`src/rtl/branch_resolve_ctrl_if.sv`:
```
// Bundles the decode, comparator, result, fetch-redirect, flush and statistics
// signals of the branch resolve controller.
// slave = the controller itself; master = the surrounding pipeline.
interface branch_resolve_ctrl_if #(
    parameter int unsigned WIDTH = 32,
    parameter int unsigned CNT_W = 32
);
    // Decode handshake
    logic             IDU_i_valid;
    logic             IDU_o_ready;
    logic             IDU_i_is_branch;
    logic             IDU_i_is_jal;
    logic             IDU_i_is_jalr;
    logic [2:0]       IDU_i_funct3;
    logic [WIDTH-1:0] IDU_i_pc;
    logic [WIDTH-1:0] IDU_i_imm;
    logic [WIDTH-1:0] IDU_i_valA;
    logic [WIDTH-1:0] IDU_i_valB;
    // Shared comparator
    logic             CTRL_o_br_un;
    logic [WIDTH-1:0] CTRL_o_valA;
    logic [WIDTH-1:0] CTRL_o_valB;
    logic             BR_JMP_i_br_eq;
    logic             BR_JMP_i_br_lt;
    // Resolution result
    logic             RES_o_valid;
    logic             RES_o_taken;
    logic [WIDTH-1:0] RES_o_link;
    logic             RES_o_illegal;
    logic             RES_o_misalign;
    // Fetch redirect and pipeline flush
    logic             IFU_o_redirect_valid;
    logic [WIDTH-1:0] IFU_o_redirect_pc;
    logic             IFU_i_redirect_ready;
    logic             PIPE_o_flush;
    // Statistics
    logic [CNT_W-1:0] STAT_o_branches;
    logic [CNT_W-1:0] STAT_o_taken;

    modport slave (
        input  IDU_i_valid, IDU_i_is_branch, IDU_i_is_jal, IDU_i_is_jalr, IDU_i_funct3,
               IDU_i_pc, IDU_i_imm, IDU_i_valA, IDU_i_valB,
               BR_JMP_i_br_eq, BR_JMP_i_br_lt, IFU_i_redirect_ready,
        output IDU_o_ready, CTRL_o_br_un, CTRL_o_valA, CTRL_o_valB,
               RES_o_valid, RES_o_taken, RES_o_link, RES_o_illegal, RES_o_misalign,
               IFU_o_redirect_valid, IFU_o_redirect_pc, PIPE_o_flush,
               STAT_o_branches, STAT_o_taken
    );

    modport master (
        output IDU_i_valid, IDU_i_is_branch, IDU_i_is_jal, IDU_i_is_jalr, IDU_i_funct3,
               IDU_i_pc, IDU_i_imm, IDU_i_valA, IDU_i_valB,
               BR_JMP_i_br_eq, BR_JMP_i_br_lt, IFU_i_redirect_ready,
        input  IDU_o_ready, CTRL_o_br_un, CTRL_o_valA, CTRL_o_valB,
               RES_o_valid, RES_o_taken, RES_o_link, RES_o_illegal, RES_o_misalign,
               IFU_o_redirect_valid, IFU_o_redirect_pc, PIPE_o_flush,
               STAT_o_branches, STAT_o_taken
    );
endinterface

```
`src/rtl/branch_resolve_ctrl.sv`:
```
// Branch/jump resolution sequencer: latches one control-transfer op from decode,
// evaluates it on the shared comparator, and on a taken, aligned transfer
// redirects fetch and holds a flush window. Fetch predicts not-taken.
module branch_resolve_ctrl #(
    parameter int unsigned WIDTH        = 32,
    parameter int unsigned FLUSH_CYCLES = 2,
    parameter int unsigned CNT_W        = 32
) (
    input  logic                  clk,
    input  logic                  rst,
    branch_resolve_ctrl_if.slave  bus
);
    localparam int unsigned FcW = (FLUSH_CYCLES > 1) ? $clog2(FLUSH_CYCLES) : 1;
    localparam logic [FcW-1:0] FcLast = FcW'(FLUSH_CYCLES - 1);

    typedef enum logic [1:0] {StIdle, StEval, StRedirect, StFlush} state_e;
    // KindNone: valid with no kind flag; resolved as an illegal not-taken branch
    typedef enum logic [1:0] {KindBranch, KindJal, KindJalr, KindNone} kind_e;

    state_e           state_q, state_d;
    logic [FcW-1:0]   flush_cnt_q, flush_cnt_d;

    logic [WIDTH-1:0] pc_q, imm_q, val_a_q, val_b_q;
    logic [2:0]       funct3_q;
    kind_e            kind_q, kind_in;

    logic             res_valid_q, res_taken_q, res_illegal_q, res_misalign_q;
    logic [WIDTH-1:0] res_link_q, target_q;
    logic [CNT_W-1:0] stat_br_q, stat_tk_q;

    logic             accept;
    logic [WIDTH-1:0] sum_pc_imm, sum_a_imm, target_c;
    logic             taken_c, illegal_c, misalign_c, is_branch_c;

    assign accept     = (state_q == StIdle) && bus.IDU_i_valid;
    assign sum_pc_imm = pc_q + imm_q;
    assign sum_a_imm  = val_a_q + imm_q;

    // Kind priority at accept: jalr > jal > branch
    always_comb begin
        kind_in = KindNone;
        if (bus.IDU_i_is_jalr)        kind_in = KindJalr;
        else if (bus.IDU_i_is_jal)    kind_in = KindJal;
        else if (bus.IDU_i_is_branch) kind_in = KindBranch;
    end

    // Taken condition, target and alignment from latched op and comparator flags
    always_comb begin
        taken_c     = 1'b0;
        illegal_c   = 1'b0;
        target_c    = sum_pc_imm;
        is_branch_c = 1'b0;
        unique case (kind_q)
            KindJalr: begin
                taken_c  = 1'b1;
                target_c = {sum_a_imm[WIDTH-1:1], 1'b0};
            end
            KindJal: taken_c = 1'b1;
            KindBranch: begin
                is_branch_c = 1'b1;
                case (funct3_q)
                    3'b000:         taken_c = bus.BR_JMP_i_br_eq;
                    3'b001:         taken_c = !bus.BR_JMP_i_br_eq;
                    3'b100, 3'b110: taken_c = bus.BR_JMP_i_br_lt;
                    3'b101, 3'b111: taken_c = !bus.BR_JMP_i_br_lt;
                    default:        illegal_c = 1'b1;
                endcase
            end
            KindNone: begin
                is_branch_c = 1'b1;
                illegal_c   = 1'b1;
            end
        endcase
    end

    assign misalign_c = taken_c & target_c[1];

    // Next-state logic and flush-window counter
    always_comb begin
        state_d     = state_q;
        flush_cnt_d = flush_cnt_q;
        unique case (state_q)
            StIdle: if (bus.IDU_i_valid) state_d = StEval;
            StEval: state_d = (taken_c && !misalign_c) ? StRedirect : StIdle;
            StRedirect: begin
                if (bus.IFU_i_redirect_ready) begin
                    state_d     = StFlush;
                    flush_cnt_d = '0;
                end
            end
            StFlush: begin
                if (flush_cnt_q == FcLast) state_d = StIdle;
                else                       flush_cnt_d = flush_cnt_q + 1'b1;
            end
        endcase
    end

    // State, operand latches, registered results and statistics
    always_ff @(posedge clk) begin
        if (rst) begin
            state_q        <= StIdle;
            flush_cnt_q    <= '0;
            pc_q           <= '0;
            imm_q          <= '0;
            val_a_q        <= '0;
            val_b_q        <= '0;
            funct3_q       <= '0;
            kind_q         <= KindBranch;
            res_valid_q    <= 1'b0;
            res_taken_q    <= 1'b0;
            res_illegal_q  <= 1'b0;
            res_misalign_q <= 1'b0;
            res_link_q     <= '0;
            target_q       <= '0;
            stat_br_q      <= '0;
            stat_tk_q      <= '0;
        end else begin
            state_q     <= state_d;
            flush_cnt_q <= flush_cnt_d;
            res_valid_q <= (state_q == StEval);
            if (accept) begin
                pc_q     <= bus.IDU_i_pc;
                imm_q    <= bus.IDU_i_imm;
                val_a_q  <= bus.IDU_i_valA;
                val_b_q  <= bus.IDU_i_valB;
                funct3_q <= bus.IDU_i_funct3;
                kind_q   <= kind_in;
            end
            if (state_q == StEval) begin
                res_taken_q    <= taken_c;
                res_illegal_q  <= illegal_c;
                res_misalign_q <= misalign_c;
                res_link_q     <= pc_q + WIDTH'(4);
                target_q       <= target_c;
                if (is_branch_c) stat_br_q <= stat_br_q + 1'b1;
                if (taken_c)     stat_tk_q <= stat_tk_q + 1'b1;
            end
        end
    end

    assign bus.IDU_o_ready          = (state_q == StIdle);
    assign bus.CTRL_o_br_un         = funct3_q[1];
    assign bus.CTRL_o_valA          = val_a_q;
    assign bus.CTRL_o_valB          = val_b_q;
    assign bus.RES_o_valid          = res_valid_q;
    assign bus.RES_o_taken          = res_taken_q;
    assign bus.RES_o_link           = res_link_q;
    assign bus.RES_o_illegal        = res_illegal_q;
    assign bus.RES_o_misalign       = res_misalign_q;
    assign bus.IFU_o_redirect_valid = (state_q == StRedirect);
    assign bus.IFU_o_redirect_pc    = target_q;
    assign bus.PIPE_o_flush         = (state_q == StRedirect) || (state_q == StFlush);
    assign bus.STAT_o_branches      = stat_br_q;
    assign bus.STAT_o_taken         = stat_tk_q;
endmodule
```
`src/flat_wrapper.sv`:
```
// flat-port wrapper written by rule: the top's interface ports become plain ports
module branch_resolve_ctrl_flat 
#(
    parameter int unsigned WIDTH        = 32,
    parameter int unsigned FLUSH_CYCLES = 2,
    parameter int unsigned CNT_W        = 32
)
  (clk, rst, bus_IDU_i_valid, bus_IDU_i_is_branch, bus_IDU_i_is_jal, bus_IDU_i_is_jalr, bus_IDU_i_funct3, bus_IDU_i_pc, bus_IDU_i_imm, bus_IDU_i_valA, bus_IDU_i_valB, bus_BR_JMP_i_br_eq, bus_BR_JMP_i_br_lt, bus_IFU_i_redirect_ready, bus_IDU_o_ready, bus_CTRL_o_br_un, bus_CTRL_o_valA, bus_CTRL_o_valB, bus_RES_o_valid, bus_RES_o_taken, bus_RES_o_link, bus_RES_o_illegal, bus_RES_o_misalign, bus_IFU_o_redirect_valid, bus_IFU_o_redirect_pc, bus_PIPE_o_flush, bus_STAT_o_branches, bus_STAT_o_taken);
  branch_resolve_ctrl_if #(.WIDTH(WIDTH), .CNT_W(CNT_W)) bus_i ();
  input  logic clk;
  input  logic rst;
  input wire logic [$bits(bus_i.IDU_i_valid)-1:0] bus_IDU_i_valid;
  input wire logic [$bits(bus_i.IDU_i_is_branch)-1:0] bus_IDU_i_is_branch;
  input wire logic [$bits(bus_i.IDU_i_is_jal)-1:0] bus_IDU_i_is_jal;
  input wire logic [$bits(bus_i.IDU_i_is_jalr)-1:0] bus_IDU_i_is_jalr;
  input wire logic [$bits(bus_i.IDU_i_funct3)-1:0] bus_IDU_i_funct3;
  input wire logic [$bits(bus_i.IDU_i_pc)-1:0] bus_IDU_i_pc;
  input wire logic [$bits(bus_i.IDU_i_imm)-1:0] bus_IDU_i_imm;
  input wire logic [$bits(bus_i.IDU_i_valA)-1:0] bus_IDU_i_valA;
  input wire logic [$bits(bus_i.IDU_i_valB)-1:0] bus_IDU_i_valB;
  input wire logic [$bits(bus_i.BR_JMP_i_br_eq)-1:0] bus_BR_JMP_i_br_eq;
  input wire logic [$bits(bus_i.BR_JMP_i_br_lt)-1:0] bus_BR_JMP_i_br_lt;
  input wire logic [$bits(bus_i.IFU_i_redirect_ready)-1:0] bus_IFU_i_redirect_ready;
  output wire logic [$bits(bus_i.IDU_o_ready)-1:0] bus_IDU_o_ready;
  output wire logic [$bits(bus_i.CTRL_o_br_un)-1:0] bus_CTRL_o_br_un;
  output wire logic [$bits(bus_i.CTRL_o_valA)-1:0] bus_CTRL_o_valA;
  output wire logic [$bits(bus_i.CTRL_o_valB)-1:0] bus_CTRL_o_valB;
  output wire logic [$bits(bus_i.RES_o_valid)-1:0] bus_RES_o_valid;
  output wire logic [$bits(bus_i.RES_o_taken)-1:0] bus_RES_o_taken;
  output wire logic [$bits(bus_i.RES_o_link)-1:0] bus_RES_o_link;
  output wire logic [$bits(bus_i.RES_o_illegal)-1:0] bus_RES_o_illegal;
  output wire logic [$bits(bus_i.RES_o_misalign)-1:0] bus_RES_o_misalign;
  output wire logic [$bits(bus_i.IFU_o_redirect_valid)-1:0] bus_IFU_o_redirect_valid;
  output wire logic [$bits(bus_i.IFU_o_redirect_pc)-1:0] bus_IFU_o_redirect_pc;
  output wire logic [$bits(bus_i.PIPE_o_flush)-1:0] bus_PIPE_o_flush;
  output wire logic [$bits(bus_i.STAT_o_branches)-1:0] bus_STAT_o_branches;
  output wire logic [$bits(bus_i.STAT_o_taken)-1:0] bus_STAT_o_taken;
  assign bus_i.IDU_i_valid = bus_IDU_i_valid;
  assign bus_i.IDU_i_is_branch = bus_IDU_i_is_branch;
  assign bus_i.IDU_i_is_jal = bus_IDU_i_is_jal;
  assign bus_i.IDU_i_is_jalr = bus_IDU_i_is_jalr;
  assign bus_i.IDU_i_funct3 = bus_IDU_i_funct3;
  assign bus_i.IDU_i_pc = bus_IDU_i_pc;
  assign bus_i.IDU_i_imm = bus_IDU_i_imm;
  assign bus_i.IDU_i_valA = bus_IDU_i_valA;
  assign bus_i.IDU_i_valB = bus_IDU_i_valB;
  assign bus_i.BR_JMP_i_br_eq = bus_BR_JMP_i_br_eq;
  assign bus_i.BR_JMP_i_br_lt = bus_BR_JMP_i_br_lt;
  assign bus_i.IFU_i_redirect_ready = bus_IFU_i_redirect_ready;
  assign bus_IDU_o_ready = bus_i.IDU_o_ready;
  assign bus_CTRL_o_br_un = bus_i.CTRL_o_br_un;
  assign bus_CTRL_o_valA = bus_i.CTRL_o_valA;
  assign bus_CTRL_o_valB = bus_i.CTRL_o_valB;
  assign bus_RES_o_valid = bus_i.RES_o_valid;
  assign bus_RES_o_taken = bus_i.RES_o_taken;
  assign bus_RES_o_link = bus_i.RES_o_link;
  assign bus_RES_o_illegal = bus_i.RES_o_illegal;
  assign bus_RES_o_misalign = bus_i.RES_o_misalign;
  assign bus_IFU_o_redirect_valid = bus_i.IFU_o_redirect_valid;
  assign bus_IFU_o_redirect_pc = bus_i.IFU_o_redirect_pc;
  assign bus_PIPE_o_flush = bus_i.PIPE_o_flush;
  assign bus_STAT_o_branches = bus_i.STAT_o_branches;
  assign bus_STAT_o_taken = bus_i.STAT_o_taken;
  branch_resolve_ctrl #(.WIDTH(WIDTH), .FLUSH_CYCLES(FLUSH_CYCLES), .CNT_W(CNT_W)) u_core (.clk(clk), .rst(rst), .bus(bus_i));
endmodule
```
`config.mk`:
```
export PLATFORM = sky130hd
export DESIGN_NAME = branch_resolve_ctrl_flat
export DESIGN_NICKNAME = d
export VERILOG_FILES = /design/src/rtl/branch_resolve_ctrl_if.sv /design/src/rtl/branch_resolve_ctrl.sv /design/src/flat_wrapper.sv
export SDC_FILE = /design/constraint.sdc
export NUM_CORES = 1
export LEC_CHECK = 0
export ABC_AREA = 1
export CAP_MARGIN = 10
export CORE_AREA = 4 4 172 190
export DETAILED_ROUTE_END_ITERATION = 10
export DIE_AREA = 0 0 176 194
export GPL_TIMING_DRIVEN = 0
export PLACE_DENSITY = 0.79
export SYNTH_ARGS = -nofsm -noshare
export SYNTH_HDL_FRONTEND = slang
export SYNTH_SLANG_ARGS = --single-unit
```
`constraint.sdc`:
```
create_clock -name clk -period 4.8 [get_ports clk]
set_input_delay 0.96 -clock clk [delete_from_list [all_inputs] [get_ports clk]]
set_output_delay 0.96 -clock clk [all_outputs]
set_load 0.03 [all_outputs]
```
==> results_dict.tcl <==
set metrics [dict create \
    status "complete, no violations" \
    cts_inserted_buffers 28 \
    synthFlopType "dfxtp_1" \
    hpwl_um 48500 \
    p_sw_frac 0.369 \
    fp.dieH_um 194 \
    clockBufferDepth 3 \
    drive_gt1_frac 0.0256 \
    avgRoutedWirePerCell_um 17.6 \
    power_frac_clock 0.319 \
    p_per_area_mw_per_mm2 363 \
    antenna_found_initial 0 \
    syn_inst 2661 \
    cp-end-kind "register" \
    root_buffer "clkbuf_16" \
    finalMaxSlewViolations 0 \
    synth_area_mm2 0.0164 \
    antennaDiodeCount 0 \
    slowest_stage "nand2_1" \
    num_io_pins 340 \
    via_per_inst 5.37 \
    synthMuxAreaShare 0.000609 \
    cts_resized 0 \
    cp.arrival_ns 3.42 \
    synth_fp_nets 2870 \
    synth-edff-count 0 \
    slew_headroom 0.404 \
    coreArea_mm2 0.0305 \
    yosys.area_share.xor_xnor 0.0363 \
    cp-start-kind "input port" \
    initial_core_util 0.538 \
    yosys-top-cells-area "dfxtp_1 33%, nand2_1 16%, nor2_1 10%" \
    die-area_mm2 0.0341 \
    route.detailed.drc 0 \
    skew_ns 0.0128 \
    synth_top_family_by_area "simple AND/OR/NAND/NOR gates" \
    postCtsSetupBuffers 0 \
    clkTransAtPathRegs_ns 0.07 \
    ys_async_sr_fraction 0 \
    required_ns 5.30 \
    grt_pass1_vias 17500 \
    rsz0062_at_grt "false" \
    p_int_uw 4900 \
    htreeDepth 1 \
    max_stage_delay_ns 0.67 \
    most-common-layout-cells "695 x nand2_1, 457 x nor2_1, 373 x inv_1" \
    post-route-min-period_ns 2.92 \
    drt_first_pass_iters 5 \
    vias 18600 \
    grt.total_usage 0.340 \
    drtIter0Drc 1641 \
    power_leakage_uw 0.00989 \
    rows 67 \
    synthSimpleGateAreaFrac 0.359 \
    tightest_slew_ns 0.892 \
    io_buffer_count 338 \
    yosysWarnings 0 \
    cp_max_fo 10 \
    min_period_over_period 0.607 \
    routabilityCongestion 0.983 \
    clock_latency_ns 0.57 \
    yosysSeqAreaShare 0.327 \
    total_power_uw 7760 \
    ys_types 46 \
    synthAdderAreaFrac 0.0535 \
    fin_setup_tns_ns 0 \
    combPwrFrac 0.326 \
    layout_commonest_cell "nand2_1" \
    detail-route-antenna-nets 0 \
    syn_area_per_cell_um2 6.17 \
    die_w_um 176 \
    nets 3238 \
    synth_top_cell_by_area "dfxtp_1" \
    area_growth_pct 30.1 \
    synth_top_area_frac 0.327 \
    cts_tree "built" \
    routed_wl_um 61000 \
    finalHoldViolations 0 \
    power_switching_uw 2860 \
    seqPwrFrac 0.355 \
    setup_viol 0 \
    ctsHoldBuffers 0 \
    fmaxAchievable_ghz 0.343 \
    grt_pass1_wl_um 93300 \
    cp_cell_sequence "clkdlybuf4s50_1, nand2_1, buf_2, clkbuf_1, o21ai_0, nor2_1" \
    ys_seq_elements 268 \
    grt-ovfl-total 0 \
    min_path_type "reg -> reg" \
    cap_violations 0 \
    synth-compound-area-share 0.117 \
    grt_max_degree 15 \
    criticalPathCategory "in -> reg" \
    irDropWorstVdd_mv 0.382 \
    clock-sinks 268 \
]
[final timing paths]
path / startpoint / slack (ns) / endpoint / depth (start not counted)
worst min-delay path: u_core.flush_cnt_q / 0.48 / u_core.flush_cnt_q / 2
worst max-delay path: bus_IDU_i_valid / 1.88 / u_core.pc_q[1] / 6
worst min register to register: u_core.flush_cnt_q / 0.48 / u_core.flush_cnt_q / 2
worst max register to register: register / 2.17 / u_core.pc_q[1] / 6
[Yosys cell counts (2+ instances only)]
master and number:
a21oi_1 144, nand3_2 2, nor3b_1 2, inv_1 373, nor3_1 50, a211oi_1 3, nor2_1 457, buf_2 5
o211ai_1 17, o21bai_1 5, xor2_1 43, nor2_4 3, fa_1 2, clkbuf_1 66, nor3_2 2, nand3_1 146
inv_2 4, nand3b_1 15, nand2_1 695, nor2_2 3, o21ai_0 189, nor3b_2 3, a31oi_1 2, nor4_1 8
xnor2_1 25, and2_1 3, ha_1 67, nand2_2 2, o221ai_1 3, buf_1 14, nand4_1 25, nor3_4 2
dfxtp_1 268
[metal layers]
| metal | global-route usage | vias up | part of all wire |
|---|---|---|---|
| li1 | - | 9126 | - |
| met1 | 0.425 | 8444 | 0.39 |
| met2 | 0.569 | 847 | 0.46 |
| met3 | 0.0737 | 160 | 0.10 |
| met4 | 0.136 | 0 | 0.043 |
| met5 | 0 | - | 0 |
[sequential cells by signal, summed over array words and instances, names as in the netlist, named ones only]
name / cells
u_core.bus.CTRL_o_valA: 32
u_core.bus.CTRL_o_valB: 32
u_core.bus.IFU_o_redirect_pc: 32
u_core.bus.RES_o_illegal: 1
u_core.bus.RES_o_link: 32
u_core.bus.RES_o_misalign: 1
u_core.bus.RES_o_taken: 1
u_core.bus.RES_o_valid: 1
u_core.bus.STAT_o_branches: 32
u_core.bus.STAT_o_taken: 32
u_core.flush_cnt_q: 1
u_core.funct3_q: 3
u_core.imm_q: 32
u_core.kind_q: 2
u_core.pc_q: 32
u_core.state_q: 1
[stage by stage]
| step | instance area [µm²] | util | cells | hold slack [ns] | setup WS, ns |
|---|---|---|---|---|---|
| floorplan | 16400 | - | 2661 | 0.439 | 2.67 |
| global placement | 20300 | 0.666 | 3413 | 0.447 | 1.38 |
| detailed placement | 20300 | 0.666 | 3413 | 0.460 | 1.33 |
| CTS | 21400 | 0.700 | 3462 | 0.485 | 1.88 |
| global route | 21400 | 0.700 | 3462 | 0.508 | 1.75 |
| finish | 21400 | 0.700 | 3462 | 0.480 | 1.88 |
[power groups by stage]
stage          Sequential (µW)  Clock (µW)  Combinational [µW]
2_1_floorplan             3010           0                1220
3_3_place_gp              2780           0                2440
3_5_place_dp              2790           0                2480
4_1_cts                   2740        2490                2510
5_1_grt                   2780        2580                2750
6_report                  2760        2480                2530
[logic make-up after synthesis]
kind of cell,after synthesis
AO/OA/AOI/OAI,367
XOR/XNOR,68
buffers and inverters,464
flip-flops,268
multiplexers,1
adder cells (fa/ha/maj),69
AND/OR/NAND/NOR,1424
[critical path: cells and delay by family]
family          cells  cell delay (ns)
compound gates      1             0.20
buf+inv             3             1.45
simple gates        2             0.80
[final cells by class]
class	count	area [µm²]
fill	2699	9150
inverter	379	1430
sequential	268	5370
clock inverter	14	267
clock buffer	35	777
timing repair buffer	338	3380
multi-input combinational	1929	9310
tap	414	518
buffer	85	325
Power figures use the tool's default switching activity.
